## src/rtl/md_unit_pkg.sv

```systemverilog
// Shared definitions for the multiply/divide unit: operation codes,
// FSM states, default latencies and small decode helpers.
package md_unit_pkg;

  // Operation codes presented on md_op; 6 and 7 are reserved and do nothing.
  typedef enum logic [2:0] {
    MD_MULT  = 3'd0,
    MD_MULTU = 3'd1,
    MD_DIV   = 3'd2,
    MD_DIVU  = 3'd3,
    MD_MTHI  = 3'd4,
    MD_MTLO  = 3'd5
  } mdOp_t;

  // Controller states. The busy states carry a suffix so they do not collide
  // with the MD_DIV operation code above.
  typedef enum logic [1:0] {
    MD_IDLE     = 2'd0,
    MD_MUL_BUSY = 2'd1,
    MD_DIV_BUSY = 2'd2
  } mdState_t;

  localparam int MD_MULT_CYCLES_DEFAULT = 5;
  localparam int MD_DIV_CYCLES_DEFAULT  = 10;

  // True for the two's-complement flavours of mult/div.
  function automatic logic opIsSigned(input logic [2:0] op);
    return (op == MD_MULT) || (op == MD_DIV);
  endfunction

  // True for either divide flavour.
  function automatic logic opIsDiv(input logic [2:0] op);
    return (op == MD_DIV) || (op == MD_DIVU);
  endfunction

  // True for either multiply flavour.
  function automatic logic opIsMul(input logic [2:0] op);
    return (op == MD_MULT) || (op == MD_MULTU);
  endfunction

endpackage

```

## src/rtl/md_unit_if.sv

```systemverilog
// Operand/result bundle between the E stage and the multiply/divide unit.
interface md_unit_if;
  import md_unit_pkg::*;

  logic        start;
  logic [2:0]  md_op;
  logic [31:0] A;
  logic [31:0] B;
  logic        busy;
  logic [31:0] hi;
  logic [31:0] lo;

  // The pipeline drives operands and reads back HI/LO and the stall flag.
  modport master (
    output start, md_op, A, B,
    input  busy, hi, lo
  );

  // The md unit consumes operands and owns HI/LO.
  modport slave (
    input  start, md_op, A, B,
    output busy, hi, lo
  );

endinterface

```

## src/rtl/md_unit_arith.sv

```systemverilog
// Combinational arithmetic core: signed/unsigned 32x32 multiply and divide.
// Result is packed as {hi, lo}: product for mult, {remainder, quotient} for div.
module md_arith
  import md_unit_pkg::*;
(
  input  logic [2:0]  op,
  input  logic [31:0] a,
  input  logic [31:0] b,
  output logic [63:0] result,
  output logic        divZero
);

  logic        isSigned;
  logic        negA;
  logic        negB;
  logic [31:0] magA;
  logic [31:0] magB;
  logic [31:0] divisor;
  logic [31:0] uQuot;
  logic [31:0] uRem;
  logic [31:0] quot;
  logic [31:0] rem;
  logic [63:0] prodMag;
  logic [63:0] prod;

  // Work on magnitudes and fix signs afterwards, which gives truncation toward
  // zero, a dividend-signed remainder, and the 0x80000000 / -1 wrap for free.
  always_comb begin
    isSigned = opIsSigned(op);
    negA     = isSigned & a[31];
    negB     = isSigned & b[31];
    magA     = negA ? (~a + 32'd1) : a;
    magB     = negB ? (~b + 32'd1) : b;
    divZero  = (b == 32'd0);
    divisor  = divZero ? 32'd1 : magB;
    uQuot    = magA / divisor;
    uRem     = magA % divisor;
    quot     = (negA ^ negB) ? (~uQuot + 32'd1) : uQuot;
    rem      = negA ? (~uRem + 32'd1) : uRem;
    prodMag  = {32'd0, magA} * {32'd0, magB};
    prod     = (negA ^ negB) ? (~prodMag + 64'd1) : prodMag;
    result   = opIsDiv(op) ? {rem, quot} : prod;
  end

endmodule

```

## src/rtl/md_unit.sv

```systemverilog
// Multiply/divide unit beside the E-stage ALU. Owns HI/LO, computes the result
// when the operation is accepted, then holds it back for a fixed busy period
// so the hazard logic sees a multi-cycle unit.
module md_unit
  import md_unit_pkg::*;
#(
  parameter int MULT_CYCLES = MD_MULT_CYCLES_DEFAULT,
  parameter int DIV_CYCLES  = MD_DIV_CYCLES_DEFAULT
) (
  input logic      clk,
  input logic      reset,
  md_unit_if.slave md
);

  localparam int MAX_CYCLES = (MULT_CYCLES > DIV_CYCLES) ? MULT_CYCLES : DIV_CYCLES;
  localparam int CW         = $clog2(MAX_CYCLES + 1);

  mdState_t    state, stateNext;
  logic [CW-1:0] count, countNext;
  logic [31:0] hiReg, hiNext;
  logic [31:0] loReg, loNext;
  logic [31:0] pendingHi, pendingHiNext;
  logic [31:0] pendingLo, pendingLoNext;
  logic        pendingDivZero, pendingDivZeroNext;
  logic [63:0] arithResult;
  logic        arithDivZero;

  md_arith arith (
    .op      (md.md_op),
    .a       (md.A),
    .b       (md.B),
    .result  (arithResult),
    .divZero (arithDivZero)
  );

  assign md.busy = (state != MD_IDLE);
  assign md.hi   = hiReg;
  assign md.lo   = loReg;

  // Register all controller and architectural state; reset abandons any
  // in-flight result.
  always_ff @(posedge clk) begin
    if (reset) begin
      state          <= MD_IDLE;
      count          <= '0;
      hiReg          <= '0;
      loReg          <= '0;
      pendingHi      <= '0;
      pendingLo      <= '0;
      pendingDivZero <= 1'b0;
    end else begin
      state          <= stateNext;
      count          <= countNext;
      hiReg          <= hiNext;
      loReg          <= loNext;
      pendingHi      <= pendingHiNext;
      pendingLo      <= pendingLoNext;
      pendingDivZero <= pendingDivZeroNext;
    end
  end

  // Accept a new operation only when idle; while busy, count down and commit
  // the pending result on the last busy cycle (skipped for divide by zero).
  always_comb begin
    stateNext          = state;
    countNext          = count;
    hiNext             = hiReg;
    loNext             = loReg;
    pendingHiNext      = pendingHi;
    pendingLoNext      = pendingLo;
    pendingDivZeroNext = pendingDivZero;

    case (state)
      MD_IDLE: begin
        if (md.start) begin
          if (opIsMul(md.md_op)) begin
            pendingHiNext      = arithResult[63:32];
            pendingLoNext      = arithResult[31:0];
            pendingDivZeroNext = 1'b0;
            countNext          = CW'(MULT_CYCLES);
            stateNext          = MD_MUL_BUSY;
          end else if (opIsDiv(md.md_op)) begin
            pendingHiNext      = arithResult[63:32];
            pendingLoNext      = arithResult[31:0];
            pendingDivZeroNext = arithDivZero;
            countNext          = CW'(DIV_CYCLES);
            stateNext          = MD_DIV_BUSY;
          end else if (md.md_op == MD_MTHI) begin
            hiNext = md.A;
          end else if (md.md_op == MD_MTLO) begin
            loNext = md.A;
          end
        end
      end

      MD_MUL_BUSY, MD_DIV_BUSY: begin
        if (count == CW'(1)) begin
          if (!(state == MD_DIV_BUSY && pendingDivZero)) begin
            hiNext = pendingHi;
            loNext = pendingLo;
          end
          countNext = '0;
          stateNext = MD_IDLE;
        end else begin
          countNext = count - CW'(1);
        end
      end

      default: begin
        stateNext = MD_IDLE;
        countNext = '0;
      end
    endcase
  end

endmodule

```

## src/flat_wrapper.sv

```systemverilog
// flat-port wrapper written by rule: the top's interface ports become plain ports
module md_unit_flat import md_unit_pkg::*;
#(
  parameter int MULT_CYCLES = MD_MULT_CYCLES_DEFAULT,
  parameter int DIV_CYCLES  = MD_DIV_CYCLES_DEFAULT
)
  (clk, reset, md_start, md_md_op, md_A, md_B, md_busy, md_hi, md_lo);
  md_unit_if md_i ();
  input logic clk;
  input logic reset;
  input wire logic [$bits(md_i.start)-1:0] md_start;
  input wire logic [$bits(md_i.md_op)-1:0] md_md_op;
  input wire logic [$bits(md_i.A)-1:0] md_A;
  input wire logic [$bits(md_i.B)-1:0] md_B;
  output wire logic [$bits(md_i.busy)-1:0] md_busy;
  output wire logic [$bits(md_i.hi)-1:0] md_hi;
  output wire logic [$bits(md_i.lo)-1:0] md_lo;
  assign md_i.start = md_start;
  assign md_i.md_op = md_md_op;
  assign md_i.A = md_A;
  assign md_i.B = md_B;
  assign md_busy = md_i.busy;
  assign md_hi = md_i.hi;
  assign md_lo = md_i.lo;
  md_unit #(.MULT_CYCLES(MULT_CYCLES), .DIV_CYCLES(DIV_CYCLES)) u_core (.clk(clk), .reset(reset), .md(md_i));
endmodule
```

## config.mk

```make
export PLATFORM = sky130hd
export DESIGN_NAME = md_unit_flat
export DESIGN_NICKNAME = d
export VERILOG_FILES = /design/src/rtl/md_unit_pkg.sv /design/src/rtl/md_unit_if.sv /design/src/rtl/md_unit_arith.sv /design/src/rtl/md_unit.sv /design/src/flat_wrapper.sv
export SDC_FILE = /design/constraint.sdc
export NUM_CORES = 2
export LEC_CHECK = 0
export BUFFER_PORTS_ARGS = -buffer_cell sky130_fd_sc_hd__buf_2
export CAP_MARGIN = 10
export CORE_AREA = 2 2 431 433
export CTS_BUF_LIST = sky130_fd_sc_hd__clkbuf_8
export DETAILED_ROUTE_END_ITERATION = 7
export DIE_AREA = 0 0 433 435
export PLACE_DENSITY = 0.55
export SLEW_MARGIN = 40
export SYNTH_ARGS = -nofsm -noshare
export SYNTH_HDL_FRONTEND = slang
export SYNTH_SLANG_ARGS = --single-unit
export TNS_END_PERCENT = 100
```

## constraint.sdc

```tcl
create_clock -name clk -period 99.7 [get_ports clk]
set_input_delay 4.985 -clock clk [delete_from_list [all_inputs] [get_ports clk]]
set_output_delay 4.985 -clock clk [all_outputs]
set_load 0.05 [all_outputs]
```

==> metrics.md <==
| Metric | Value |
|---|---|
| Capture instance of the worst register-to-register path | `u_core.md.lo[11]$_SDFFE_PP0P_` |
| TritonCTS buffer count | `17` |
| Worst hold path endpoint | `u_core.pendingHi[9]$_SDFFE_PP0P_` |
| Worst path required time | `100.08 ns` |
| Number of synthesized flops with an enable pin | `0` |
| Netlist Area Pre-Place | `around 75000 µm²` |
| Slowest CP cell | `o2111ai_1` |
| Avg WL per Cell | `just over 30 µm` |
| Setup clock skew after layout | `around 0.017 ns` |
| Cells taking the most area after synthesis | `fa_1 24%, ha_1 13%, nand2_1 7.3%` |
| Synth warnings | `0` |
| Cell depth of the worst min-delay path | `2` |
| Worst-Margin Slew | `1.07 ns` |
| Sequential cell area fraction in the yosys report | `0.0361` |
| Number of port buffers | `roughly 130` |
| Total DRC errors in the routed layout | `0` |
| Number of max-slew violations in the final report | `0` |
| Clk root buf | `clkbuf_8` |
| DRT iter0 DRCs | `between 8000 and 9000` |
| Final cell count without fillers | `12800` |
| Global placer's final weighted congestion | `between 1 and 1.5` |
| Height of the die | `about 440 µm` |
| Standard-cell row count | `roughly 160` |
| Startpoint type of the worst setup path | `primary input` |
| Setup TNS | `0 ns` |
| Sum of overflow across all layers after global routing | `0` |
| Library cells used by synthesis | `~100` |
| Post-route ant nets | `0` |
| Yosys reg bits | `between 100 and 150` |
| Max incr delay on CP | `roughly 0.82 ns` |
| Vias | `about 80000` |
| Ratio of cells with drive above 1 in the final layout | `0.0781` |
| Post-synth top flop | `dfxtp_1` |
| Worst Path Max Fanout | `48` |
| CTS tree | `built` |
| Via-per-instance ratio | `between 6 and 7` |
| Die outline area | `approximately 190000 µm²` |
| Worst r2r src | `u_core.state[1]$_SDFFE_PP0P_` |
| Final Util | `0.439` |
| Average size of a mapped cell | `~7.3 µm²` |
| Critical path buffer and inverter count | `33` |
| Total routing resource utilization after global routing | `0.401` |
| I/O pin cnt | `approximately 140` |
| Count of endpoints failing hold in the final timing report | `0` |
| Async set-reset flop share out of synthesis | `0` |
| Floorplan die width | `about 430 µm` |
| Number of buffers on the longest clock path | `2` |
| Net count, final | `about 12000` |
| Area delta synth->final | `7.99%` |
| Run status | `finished, final reports clean` |
| Highest clock rate | `approximately 0.010 GHz` |
| Count of endpoints failing setup in the final report | `0` |
| Placed wire-length estimate | `~310000 µm` |
| Initial cell density of the core | `0.406` |
| Relative slew slack | `0.282` |
| Setup repair after global routing missed its margin | `no` |
| CP dominant cell by count | `ha_1` |
| Cell taking the most area after synthesis | `fa_1` |
| WP depth | `332` |
| TritonRoute pass-1 iters | `7` |
| Worst-Skew Late Latency | `approximately 0.48 ns` |
| Worst setup path category | `in2reg` |
| CTS H-Tree Depth | `4` |
| Number of global-route vias before repair | `around 78000` |
| Antenna violations before repair | `slightly below 60` |
| Cts hold-fix bufs | `0` |
| Time the worst path needs with I/O delays and setup | `96.03 ns` |
| Period utilisation layout | `0.963` |
| Worst slack on hold paths | `0.463 ns` |
| First-pass GRT wire length | `about 550000 µm` |
| Sink count of the clock tree | `between 100 and 150` |
| Net Count, Synth | `roughly 12000` |
| Share of the synthesized area in the top cell type | `0.240` |
| Setup slack on the worst flop-to-flop path | `slightly below 100 ns` |
| Category of cells accounting for the largest share of critical-path delay | `compound AO/OA/AOI/OAI gates` |
| # Max-Cap Violations | `0` |
| R2r worst-path depth | `6` |
| Cell Count Post-Placement | `between 10000 and 15000` |
| Type of the worst min-delay path | `reg2reg` |
| Kind of end point of the critical path | `flop` |
| Reg clk slew, reported paths | `about 0.09 ns` |
| Critical path data arrival time | `approximately 96 ns` |
| Pin count of the biggest net entering global routing | `81` |
| Hold path startpoint | `u_core.pendingHi[9]$_SDFFE_PP0P_` |
| Post-Syn Instances | `roughly 10000` |
| Core Footprint | `184000 µm²` |
| Total wire length after detailed routing | `between 300000 and 400000 µm` |
## through the flow
step	area (µm²)	setup WS (ns)
detailed placement	79900	0.708
floorplan	74800	15.27
CTS	80300	0.856
global placement	79700	-2.00
global route	80700	0.0155
finish	80800	3.67
## area by class of cell
type                            instances  area, µm²
Fill cell                           19000     103000
Multi-Input combinational cell       8422      66900
Inverter                             1222       4590
Tap cell                             2480       3100
Timing Repair Buffer                  444       3020
Sequential cell                       135       2700
Clock buffer                           17        234
Clock inverter                         15        170
Antenna cell                           32       80.1
## how the worst max path moves through the flow
stage	start	end	slack (ns)
3_5_place_dp	md_B[0]	u_core.pendingHi[30]$_SDFFE_PP0P_	0.71
6_report	md_A[0]	u_core.pendingHi[30]$_SDFFE_PP0P_	3.67
5_1_grt	md_B[0]	u_core.pendingHi[30]$_SDFFE_PP0P_	0.02
2_1_floorplan	md_B[0]	u_core.pendingHi[30]$_SDFFE_PP0P_	15.27
4_1_cts	md_B[0]	u_core.pendingHi[30]$_SDFFE_PP0P_	0.86
3_3_place_gp	md_B[0]	u_core.pendingLo[23]$_SDFFE_PP0P_	-2.00
## worst reg2reg max path, cell delays in order, from the launching register on
cell and delay, ns:
dfxtp_1 0.39, inv_1 0.09, ha_4 0.53, buf_4 0.61
nor2b_1 0.26, a21oi_1 0.53, a211oi_1 0.16
## routing by layer
layer	share of wire	GRT usage	up-vias	wire length, µm
li1	-	-	34800	-
met1	0.41	0.540	39600	158000
met2	0.42	0.596	4660	163000
met3	0.11	0.0912	994	41600
met4	0.063	0.211	28	24300
met5	0.00049	0	-	191
## what timing repair did
item                       in CTS  in global routing
buffers inserted                0                  8
gates resized for setup         0                 56
setup endpoints to repair       0                 64
## logic make-up (layout without fill, tap and decap cells)
family / Yosys count / count (layout) / share of synthesized area
xor gates and xnor gates: 599 / 599 / 0.0701
other: 0 / 32 / 0
muxes: 77 / 77 / 0.0110
buffers and inverters: 1653 / 1698 / 0.0834
AOI/OAI and AO/OA: 2408 / 2408 / 0.208
adders and majority gates: 1699 / 1699 / 0.374
and+or+nand+nor: 3639 / 3639 / 0.217
DFF: 135 / 135 / 0.0361
## flip-flops by register name, indices dropped and copies added, names as in the netlist
name / cells
u_core.state: 2
u_core.count: 4
u_core.md.lo: 32
u_core.pendingLo: 32
u_core.pendingDivZero: 1
u_core.md.hi: 32
u_core.pendingHi: 32
## Yosys cell counts, drive strengths merged, types with 181 or more instances
| cell type | n |
|---|---|
| nand2 | 1451 |
| inv | 1213 |
| nor2 | 1117 |
| fa | 897 |
| ha | 802 |
| a21oi | 768 |
| o21ai | 413 |
| clkbuf | 367 |
| xnor2 | 357 |
| xor2 | 242 |
| nor3 | 205 |
| a211oi | 189 |
| a21o | 181 |
## cell usage in the layout (no fill, tap or decap), types with 63 or more instances in the layout
master	synthesis	final
nor2b_1	81	79
fa_1	897	897
nand3_1	177	173
o21a_1	132	132
nor4_1	71	63
dfxtp_1	135	135
a31oi_1	108	103
nand2_1	1451	1446
xor2_1	242	230
buf_2	15	135
o211ai_1	89	89
or3_1	85	85
buf_4	0	304
a21oi_1	767	756
nand4_1	93	93
a211oi_1	187	174
nor3_1	202	193
inv_1	1205	1194
nand2b_1	67	66
nor2_1	1117	1104
a21o_1	181	181
ha_1	802	801
xnor2_1	357	335
o21ai_0	401	389
Power is left out: the tool's default activity adds up to more than one toggle a clock period on the data nets, which glitch-free logic cannot reach.
